===== src/rtl/lcd_value_render_if.sv =====
// Value handshake into lcd_value_render: a 36-bit nine-character string
// offered with valid/ready.
interface lcd_value_render_if;
    logic [35:0] val_data;
    logic        val_valid;
    logic        val_ready;

    modport master (output val_data, output val_valid, input val_ready);
    modport slave  (input val_data, input val_valid, output val_ready);
endinterface


===== src/rtl/lcd_value_render.sv =====
// Renders a nine-character value string in a 72x16 text box over a solid
// background, three clocks behind the LCD timing generator.
module lcd_value_render #(
    parameter int          X0       = 16,
    parameter int          Y0       = 100,
    parameter logic [15:0] FG_COLOR = 16'hFFFF,
    parameter logic [15:0] BG_COLOR = 16'h001F
) (
    input  logic                clk,
    input  logic                rstn,
    input  logic                de_in,
    input  logic                hsync_in,
    input  logic                vsync_in,
    input  logic [10:0]         col_in,
    input  logic [10:0]         row_in,
    lcd_value_render_if.slave   val_if,
    output logic [15:0]         lcd_rgb,
    output logic                lcd_de,
    output logic                lcd_hsync,
    output logic                lcd_vsync
);

    localparam logic [10:0] X_LO = 11'(X0);
    localparam logic [10:0] X_HI = 11'(X0 + 72);
    localparam logic [10:0] Y_LO = 11'(Y0);
    localparam logic [10:0] Y_HI = 11'(Y0 + 16);
    localparam logic [35:0] RESET_STR = 36'hF_EEEE_EEEE;

    // ---------------- value path ----------------
    logic [35:0] r_pend;
    logic [35:0] r_disp;
    logic        r_pend_full;
    logic        r_val_ready;
    logic        r_vsync_q;
    logic        w_fire;
    logic        w_boundary;
    logic        w_pend_full_next;

    assign w_fire          = val_if.val_valid & r_val_ready;
    assign w_boundary      = r_vsync_q & ~vsync_in;
    assign val_if.val_ready = r_val_ready;

    // A fire in the boundary cycle only fills pend; commit needs pend already full.
    always_comb begin
        w_pend_full_next = r_pend_full;
        if (w_boundary && r_pend_full)
            w_pend_full_next = 1'b0;
        if (w_fire)
            w_pend_full_next = 1'b1;
    end

    always_ff @(posedge clk or negedge rstn) begin
        if (!rstn) begin
            r_pend      <= '0;
            r_disp      <= RESET_STR;
            r_pend_full <= 1'b0;
            r_val_ready <= 1'b1;
            r_vsync_q   <= 1'b1;
        end else begin
            r_vsync_q   <= vsync_in;
            r_pend_full <= w_pend_full_next;
            r_val_ready <= ~w_pend_full_next;
            if (w_fire)
                r_pend <= val_if.val_data;
            if (w_boundary && r_pend_full)
                r_disp <= r_pend;
        end
    end

    // ---------------- stage 1: box decode ----------------
    logic       w_col_ge;
    logic       w_row_ge;
    logic       w_in_box;
    logic [6:0] w_dx;
    logic [3:0] w_dy;

    // A zero origin makes the lower-bound compare trivially true.
    if (X0 == 0) begin : g_col_zero
        assign w_col_ge = 1'b1;
    end else begin : g_col_cmp
        assign w_col_ge = (col_in >= X_LO);
    end
    if (Y0 == 0) begin : g_row_zero
        assign w_row_ge = 1'b1;
    end else begin : g_row_cmp
        assign w_row_ge = (row_in >= Y_LO);
    end

    assign w_in_box = w_col_ge && (col_in < X_HI) && w_row_ge && (row_in < Y_HI);
    assign w_dx     = col_in[6:0] - X_LO[6:0];
    assign w_dy     = row_in[3:0] - Y_LO[3:0];

    logic       r_s1_de, r_s1_hs, r_s1_vs, r_s1_in_box;
    logic [3:0] r_s1_char;
    logic [3:0] r_s1_grow;
    logic [2:0] r_s1_bit;

    always_ff @(posedge clk or negedge rstn) begin
        if (!rstn) begin
            r_s1_de     <= 1'b0;
            r_s1_hs     <= 1'b1;
            r_s1_vs     <= 1'b1;
            r_s1_in_box <= 1'b0;
            r_s1_char   <= '0;
            r_s1_grow   <= '0;
            r_s1_bit    <= '0;
        end else begin
            r_s1_de     <= de_in;
            r_s1_hs     <= hsync_in;
            r_s1_vs     <= vsync_in;
            r_s1_in_box <= de_in & w_in_box;
            r_s1_char   <= w_dx[6:3];
            r_s1_grow   <= w_dy;
            r_s1_bit    <= w_dx[2:0];
        end
    end

    // ---------------- stage 2: glyph fetch ----------------
    logic [3:0] w_chars [16];

    for (genvar gi = 0; gi < 16; gi++) begin : g_chars
        if (gi < 9) begin : g_used
            assign w_chars[gi] = r_disp[gi*4 +: 4];
        end else begin : g_pad
            assign w_chars[gi] = 4'hF;
        end
    end

    // Glyph rows are packed row 0 in the top byte.
    function automatic logic [7:0] font_row(input logic [3:0] code, input logic [3:0] row);
        logic [127:0] g;
        case (code)
            4'd0:    g = 128'h00007CC6C6CEDEF6E6C6C67C00000000;
            4'd1:    g = 128'h00001838781818181818187E00000000;
            4'd2:    g = 128'h00007CC6060C183060C0C6FE00000000;
            4'd3:    g = 128'h00007CC606063C060606C67C00000000;
            4'd4:    g = 128'h00000C1C3C6CCCFE0C0C0C1E00000000;
            4'd5:    g = 128'h0000FEC0C0C0FC060606C67C00000000;
            4'd6:    g = 128'h00003860C0C0FCC6C6C6C67C00000000;
            4'd7:    g = 128'h0000FEC606060C183030303000000000;
            4'd8:    g = 128'h00007CC6C6C67CC6C6C6C67C00000000;
            4'd9:    g = 128'h00007CC6C6C67E0606060C7800000000;
            4'd10:   g = 128'h00000000000000000000181800000000;
            4'd11:   g = 128'h0000FE6662687868606060F000000000;
            4'd12:   g = 128'h0000C6C6C6C6FEC6C6C6C6C600000000;
            4'd13:   g = 128'h0000386CC6C6C66C6C6C6CEE00000000;
            4'd14:   g = 128'h000000000000007E7E00000000000000;
            default: g = '0;
        endcase
        return g[{~row, 3'b000} +: 8];
    endfunction

    logic [7:0] w_glyph_row;
    logic       w_lit;

    assign w_glyph_row = font_row(w_chars[r_s1_char], r_s1_grow);
    assign w_lit       = r_s1_in_box & w_glyph_row[~r_s1_bit];

    logic r_s2_de, r_s2_hs, r_s2_vs, r_s2_lit;

    always_ff @(posedge clk or negedge rstn) begin
        if (!rstn) begin
            r_s2_de  <= 1'b0;
            r_s2_hs  <= 1'b1;
            r_s2_vs  <= 1'b1;
            r_s2_lit <= 1'b0;
        end else begin
            r_s2_de  <= r_s1_de;
            r_s2_hs  <= r_s1_hs;
            r_s2_vs  <= r_s1_vs;
            r_s2_lit <= w_lit;
        end
    end

    // ---------------- stage 3: colour ----------------
    logic [15:0] r_rgb;
    logic        r_de, r_hs, r_vs;

    always_ff @(posedge clk or negedge rstn) begin
        if (!rstn) begin
            r_rgb <= '0;
            r_de  <= 1'b0;
            r_hs  <= 1'b1;
            r_vs  <= 1'b1;
        end else begin
            r_de  <= r_s2_de;
            r_hs  <= r_s2_hs;
            r_vs  <= r_s2_vs;
            if (!r_s2_de)
                r_rgb <= 16'h0000;
            else if (r_s2_lit)
                r_rgb <= FG_COLOR;
            else
                r_rgb <= BG_COLOR;
        end
    end

    assign lcd_rgb   = r_rgb;
    assign lcd_de    = r_de;
    assign lcd_hsync = r_hs;
    assign lcd_vsync = r_vs;

endmodule


===== src/flat_wrapper.sv =====
// flat-port wrapper written by rule: the top's interface ports become plain ports
module lcd_value_render_flat 
#(
    parameter int          X0       = 16,
    parameter int          Y0       = 100,
    parameter logic [15:0] FG_COLOR = 16'hFFFF,
    parameter logic [15:0] BG_COLOR = 16'h001F
)
  (clk, rstn, de_in, hsync_in, vsync_in, col_in, row_in, lcd_rgb, lcd_de, lcd_hsync, lcd_vsync, val_if_val_data, val_if_val_valid, val_if_val_ready);
  lcd_value_render_if val_if_i ();
  input  logic clk;
  input  logic rstn;
  input  logic de_in;
  input  logic hsync_in;
  input  logic vsync_in;
  input  logic [10:0] col_in;
  input  logic [10:0] row_in;
  output logic [15:0] lcd_rgb;
  output logic lcd_de;
  output logic lcd_hsync;
  output logic lcd_vsync;
  input wire logic [$bits(val_if_i.val_data)-1:0] val_if_val_data;
  input wire logic [$bits(val_if_i.val_valid)-1:0] val_if_val_valid;
  output wire logic [$bits(val_if_i.val_ready)-1:0] val_if_val_ready;
  assign val_if_i.val_data = val_if_val_data;
  assign val_if_i.val_valid = val_if_val_valid;
  assign val_if_val_ready = val_if_i.val_ready;
  lcd_value_render #(.X0(X0), .Y0(Y0), .FG_COLOR(FG_COLOR), .BG_COLOR(BG_COLOR)) u_core (.clk(clk), .rstn(rstn), .de_in(de_in), .hsync_in(hsync_in), .vsync_in(vsync_in), .col_in(col_in), .row_in(row_in), .val_if(val_if_i), .lcd_rgb(lcd_rgb), .lcd_de(lcd_de), .lcd_hsync(lcd_hsync), .lcd_vsync(lcd_vsync));
endmodule

===== config.mk =====
export PLATFORM = sky130hd
export DESIGN_NAME = lcd_value_render_flat
export DESIGN_NICKNAME = d
export VERILOG_FILES = /design/src/rtl/lcd_value_render_if.sv /design/src/rtl/lcd_value_render.sv /design/src/flat_wrapper.sv
export SDC_FILE = /design/constraint.sdc
export NUM_CORES = 1
export LEC_CHECK = 0
export CAP_MARGIN = 40
export CORE_UTILIZATION = 55
export CTS_CLUSTER_DIAMETER = 60
export DETAILED_ROUTE_END_ITERATION = 16
export GPL_TIMING_DRIVEN = 0
export PLACE_DENSITY = 0.8
export SLEW_MARGIN = 40
export SYNTH_ARGS = -nofsm -noshare
export SYNTH_HDL_FRONTEND = slang
export SYNTH_SLANG_ARGS = --single-unit

===== constraint.sdc =====
create_clock -name clk -period 4.7 [get_ports clk]
set_input_delay 0.47 -clock clk [delete_from_list [all_inputs] [get_ports clk]]
set_output_delay 0.47 -clock clk [all_outputs]
set_load 0.01 [all_outputs]

### Word-level counts from Yosys, hierarchy flattened

Memory sizes are Yosys's and may differ from the RTL's.
Cells that the tools add are included.
W data, S select, Z words.

* bits in registers: 112
* ROM bits: 1120
* input bits: 64
* output and inout port bits: 20
* word-level logic and storage cells: 51
* memories kept: 1

* add/subtract/negate cells: 2
* order comparisons: 6
* shifts and indexed selects: 1
* multiplexer cells: 9
* bitwise logic cells: 9
* reduce and logical (&&, ||, !) cells: 4

Memory list
* (no name shown): words 16, width 70, read ports 1, clocked after Yosys merged registers in 0, write ports 0, line lcd_value_render.sv:132 `case (code)`

Operators with widths (number)
* $shiftx A128 B8 Y8: 1
* $mux W16: 2
* $lt A11 B7 Y1 const B: 2
* $bmux W4 S4: 1
* $ge A11 B5 Y1 const B: 1
* $ge A11 B7 Y1 const B: 1
* $mux W4: 2
* $sub A7 B5 Y7 const B: 1
* $ge A5 B5 Y1 const B: 1
* $not A4 Y5: 1
* $and A1 B1 Y1: 4
* $logic_and A1 B1 Y1: 4
* $lt A3 B4 Y1 const B: 1
* $not A4 Y4: 1
* $sub A4 B3 Y4 const B: 1
* $bmux W1 S3: 1
* $mux W1: 3
* $not A3 Y3: 1
* $not A1 Y1: 2

### Longest topological paths before layout

An unclocked memory read counts as a cell.

* depth after elaboration: 9
* depth in mapped cells: 18
* gate-level depth less buffers: 15

### Worst setup path before layout

OpenSTA, ideal clock, no wires.

* path type: register to register
* start point: reg u_core.r_s1_char[1]
* end point: reg u_core.r_s2_lit
* library setup time: 0.131 ns
* arrival time: 3.231 ns
* data required time: 4.569 ns
* slack: 1.337 ns
* stages on the path, launching flop included: 11
* path buffers: 0
* period minus slack after synthesis: 3.363 ns
* path through: dfrtp_1 > or4b_4 > o22ai_2 > ha_1 > nor3_2 > nand2_1 > and3_1 > o41a_1 > o2111ai_1 > nor4_1 > or3_1

* word-level cells in the longest chain between the ends: 9

Ends and longest elaborated chain
* start, declared: line lcd_value_render.sv:94 `logic [3:0] r_s1_char;`
* start signal, assigned: line lcd_value_render.sv:112 `r_s1_char <= w_dx[6:3];`
* $not A4 Y5 (implied by the code): line lcd_value_render.sv:156 `assign w_glyph_row = font_row(w_chars[r_s1_char], r_s1_grow);`
* $bmux W4 S4: line lcd_value_render.sv:156
* $mux W4 (implied by the code) (2 in a row): line lcd_value_render.sv:156
* $mem_v2 Z16 W70
* $shiftx A128 B8 Y8: line lcd_value_render.sv:150 `return g[{~row, 3'b000} +: 8];`
* $bmux W1 S3: line lcd_value_render.sv:157 `assign w_lit = r_s1_in_box & w_glyph_row[~r_s1_bit];`
* $mux W1 (implied by the code): line lcd_value_render.sv:157
* $and A1 B1 Y1: line lcd_value_render.sv:157
* net u_core.w_lit: line lcd_value_render.sv:154 `logic w_lit;`
* end signal, assigned: line lcd_value_render.sv:171 `r_s2_lit <= w_lit;`
* end, declared: line lcd_value_render.sv:159 `logic r_s2_de, r_s2_hs, r_s2_vs, r_s2_lit;`

The timed path passes the listed nets, and every way through them passes these cells. The select of a mux whose other input is x is not followed.
A chain may end at the register's enable or synchronous reset.

### Final worst setup path

Same ends and word-level chain as after synthesis.

==> impl_metrics.ini <==
[outcome]
outcome = finished, final reports clean

[power_and_ir_drop]
finalPower_mw = 3.42
p_switching_mw = 1.34
p_clk_share_pct = 15.5
seqPwrFrac_pct = 41.4
p_int_mw = 2.08
swShare_pct = 39.2
p_leak_nw = 2.87
power.density_nw_per_um2 = 481
ir_drop_mv = 0.351
p_comb_share_pct = 43.1

[drt]
drc = 0
dr.pass1.iters = 7
detail_route.wl_per_cell_um = 23.1
num_vias = 5203
viasPerCell = 6.57
wl_um = 18300
ant_nets = 0
drt_first_iter_violations = 631

[min_path]
hp-start = u_core.r_s2_hs
whs_path_depth = 0
hold_path_class = reg2reg
whs_endpoint = u_core.lcd_hsync

[floorplan]
ios = 84
die_area_um2 = 11100
die_y_um = 105
start_util_pct = 56.8
core_area_um2 = 10300
die_w_um = 105
rows = 37

[clock_network]
path_clk_slew_ns = 0.10
cts_made_buffers = 9
clock_path_buffers = 2
cts-root-buf = clkbuf_8
insertion_delay_ns = 0.37
h-tree-depth = 3
cts_sinks = 97
cts_tree = yes

[timing]
hold_viol = 0
timing.final.crit_share_pct = 99.1
rsz0062_at_grt = no
max_freq_mhz = 215
min_period_ns = 4.66
worst_slack_ns = 0.0431
hold_ws_ns = 0.365
setup_viol = 0
worstMarginPinSlew_ns = 0.753
maxSlewHeadroom_pct = 49.8
finalSetupTns_ns = 0
fin_skew_ns = 0.0141
drv_slew = 0

[logic_synthesis]
synth_mux_area_share_pct = 18.2
ys_ff_latch = 97
synthSimpleGateAreaFrac_pct = 11.3
synth_edf_count = 0
synth-compound-area-share_pct = 18.6
avgSynthCellArea_um2 = 10.5
synth-async-reset-ratio_pct = 100
yosys.area_share.adder_pct = 2.13
synth_area_um2 = 5860
synthXorXnorAreaFrac_pct = 0.448
synth_top_family_by_area = compound AO/OA/AOI/OAI gates
ys.flop_type = dfrtp_1
seq_area_frac_synth_pct = 42.1
yosys_warnings = 0
netlist_instances = 556
ys_types = 89
syn_nets = 630

[grt]
grt_overflow_total = 0
antenna_found_initial = 0
grt_max_degree = 69
grt_use_total_pct = 33.7
grt_first_pass_wirelength_um = 28100
first_global_vias = 5133

[placed_design]
placed_cell_area_um2 = 6890
io_buffer_count = 83
gp_routability_congestion = 1.04
dp_cells = 776
dp_hpwl_um = 13400
dp_slack_ns = 0.257

[worst_setup_path]
cpMostUsedCell = a311oi_1
slowest_delay_ns = 0.56
arrival_ns = 4.96
cp_max_fo = 10
r2r_cells = 13
critPathCaptureType = flip-flop
crit_buf_inv = 2
required_ns = 5.00
cpLargestDelayFamily = compound AO/OA/AOI/OAI gates
crit_slowest_cell = dfrtp_1
path_class = reg2reg
timing.rr.end = u_core.r_s2_lit
timing.reg2reg.setup_slack_ns = 0.04
worst_r2r_startpoint = u_core.r_s1_char[1]
crit_chain = nor2b_1 > a22o_1 > a211oi_2 > o22ai_2 > ha_1 > clkbuf_1 > inv_1 > o21ai_0 > a22oi_1 > a311oi_1 > a311oi_1 > nor4_1 > or3_1
worst_setup_path_start_kind = flip-flop

[final_layout]
fill_cells = 741
drive_above_1_share_pct = 27.9
syn_to_final_growth_pct = 21.1
ff_latch_area_um2 = 2470
postLayoutCoreUtil_pct = 68.8
layout_common_cells = clkdlybuf4s50_1 (82), mux2_2 (74), dfrtp_1 (62), nand2_1 (42), dfstp_2 (35)
stdcell_count = 792
multi_input_area_um2 = 2980
final_area_um2 = 7100
final_common_cell = clkdlybuf4s50_1
layout.nets = 725
num_antenna_cells = 0

[job]
maxCapViolations = 0
routing by layer:
layer  part of all wire [%]  global-route usage (%)  wire length (um)
met4                    4.2                    15.9               766
met2                     47                    52.7              8540
met5                      0                       0                 0
met3                    9.6                    7.67              1750
met1                     39                    44.5              7210
cell type report:
class	instances	share of cell area, %
buffer	54	4.72
clock buffer	10	1.94
clock inverter	6	0.811
inverter	20	1.09
multi-input combinational	384	42.0
sequential	97	34.8
tap	136	2.40
timing repair buffer	85	12.2
power groups by stage:
| stage | combinational (mW) | clock, mW | sequential, mW |
|---|---|---|---|
| floorplan | 1.01 | 0 | 1.34 |
| global placement | 1.38 | 0 | 1.39 |
| detailed placement | 1.41 | 0 | 1.42 |
| CTS | 1.42 | 0.544 | 1.41 |
| global route | 1.54 | 0.568 | 1.45 |
| finish | 1.47 | 0.530 | 1.41 |
what timing repair did:
item                                   4_1_cts  5_1_grt
gates resized for setup                      0        1
setup buffers                                0        0
hold buffers                                 1        0
endpoints found under the hold margin       14        0
setup endpoints to repair                    0        1
worst max path at each step:
stage	start	to	slack, ns	cells past startpoint
floorplan	u_core.r_s1_char[1]	u_core.r_s2_lit	1.34	10
global placement	rstn	u_core.r_s1_bit[1]	0.03	1
detailed placement	u_core.r_s1_char[1]	u_core.r_s2_lit	0.26	16
CTS	u_core.r_s1_char[2]	u_core.r_s2_lit	0.23	16
global route	u_core.r_s1_char[1]	u_core.r_s2_lit	0.13	13
finish	u_core.r_s1_char[1]	u_core.r_s2_lit	0.04	13
flip-flops by register name, summed over array words and instances (netlist names):
register	cells
u_core.lcd_hsync	1
u_core.lcd_rgb	2
u_core.lcd_vsync	1
u_core.r_disp	36
u_core.r_pend	36
u_core.r_pend_full	1
u_core.r_s1_bit	3
u_core.r_s1_char	4
u_core.r_s1_de	1
u_core.r_s1_grow	4
u_core.r_s1_hs	1
u_core.r_s1_in_box	1
u_core.r_s2_de	1
u_core.r_s2_hs	1
u_core.r_s2_lit	1
u_core.r_s2_vs	1
u_core.r_vsync_q	1
u_core.val_if.val_ready	1
worst register-to-register path, stage by stage (launching register included):
cell and delay, ns:
dfrtp_1 0.56, nor2b_1 0.47, a22o_1 0.24, a211oi_2 0.08, o22ai_2 0.50, ha_1 0.25, clkbuf_1 0.51, inv_1 0.34
o21ai_0 0.45, a22oi_1 0.16, a311oi_1 0.39, a311oi_1 0.12, nor4_1 0.33, or3_1 0.19
cells by family (layout without fill, tap and decap cells):
kind of cell	Yosys count	in the layout
compound gates	143	143
xor+xnor	3	3
fa+ha+maj	10	10
buf+inv	75	175
flops	97	97
mux	97	97
simple gates	131	131
cell usage after synthesis (7+ instances only):
cell      instances  area share, %
a21oi_1          24            2.0
buf_2             9           0.77
buf_4            20            2.6
clkbuf_1         19            1.2
dfrtp_1          62             26
dfstp_2          35             16
ha_1             10            2.1
inv_1            18            1.2
mux2_2           74             14
mux2i_1          21            3.6
nand2_1          42            2.7
nand3_1          13            1.1
nand4_1           7           0.75
nor2_1           23            1.5
nor3_1           12            1.0
o21ai_0          20            1.7
(Power assumes the default switching activity.)
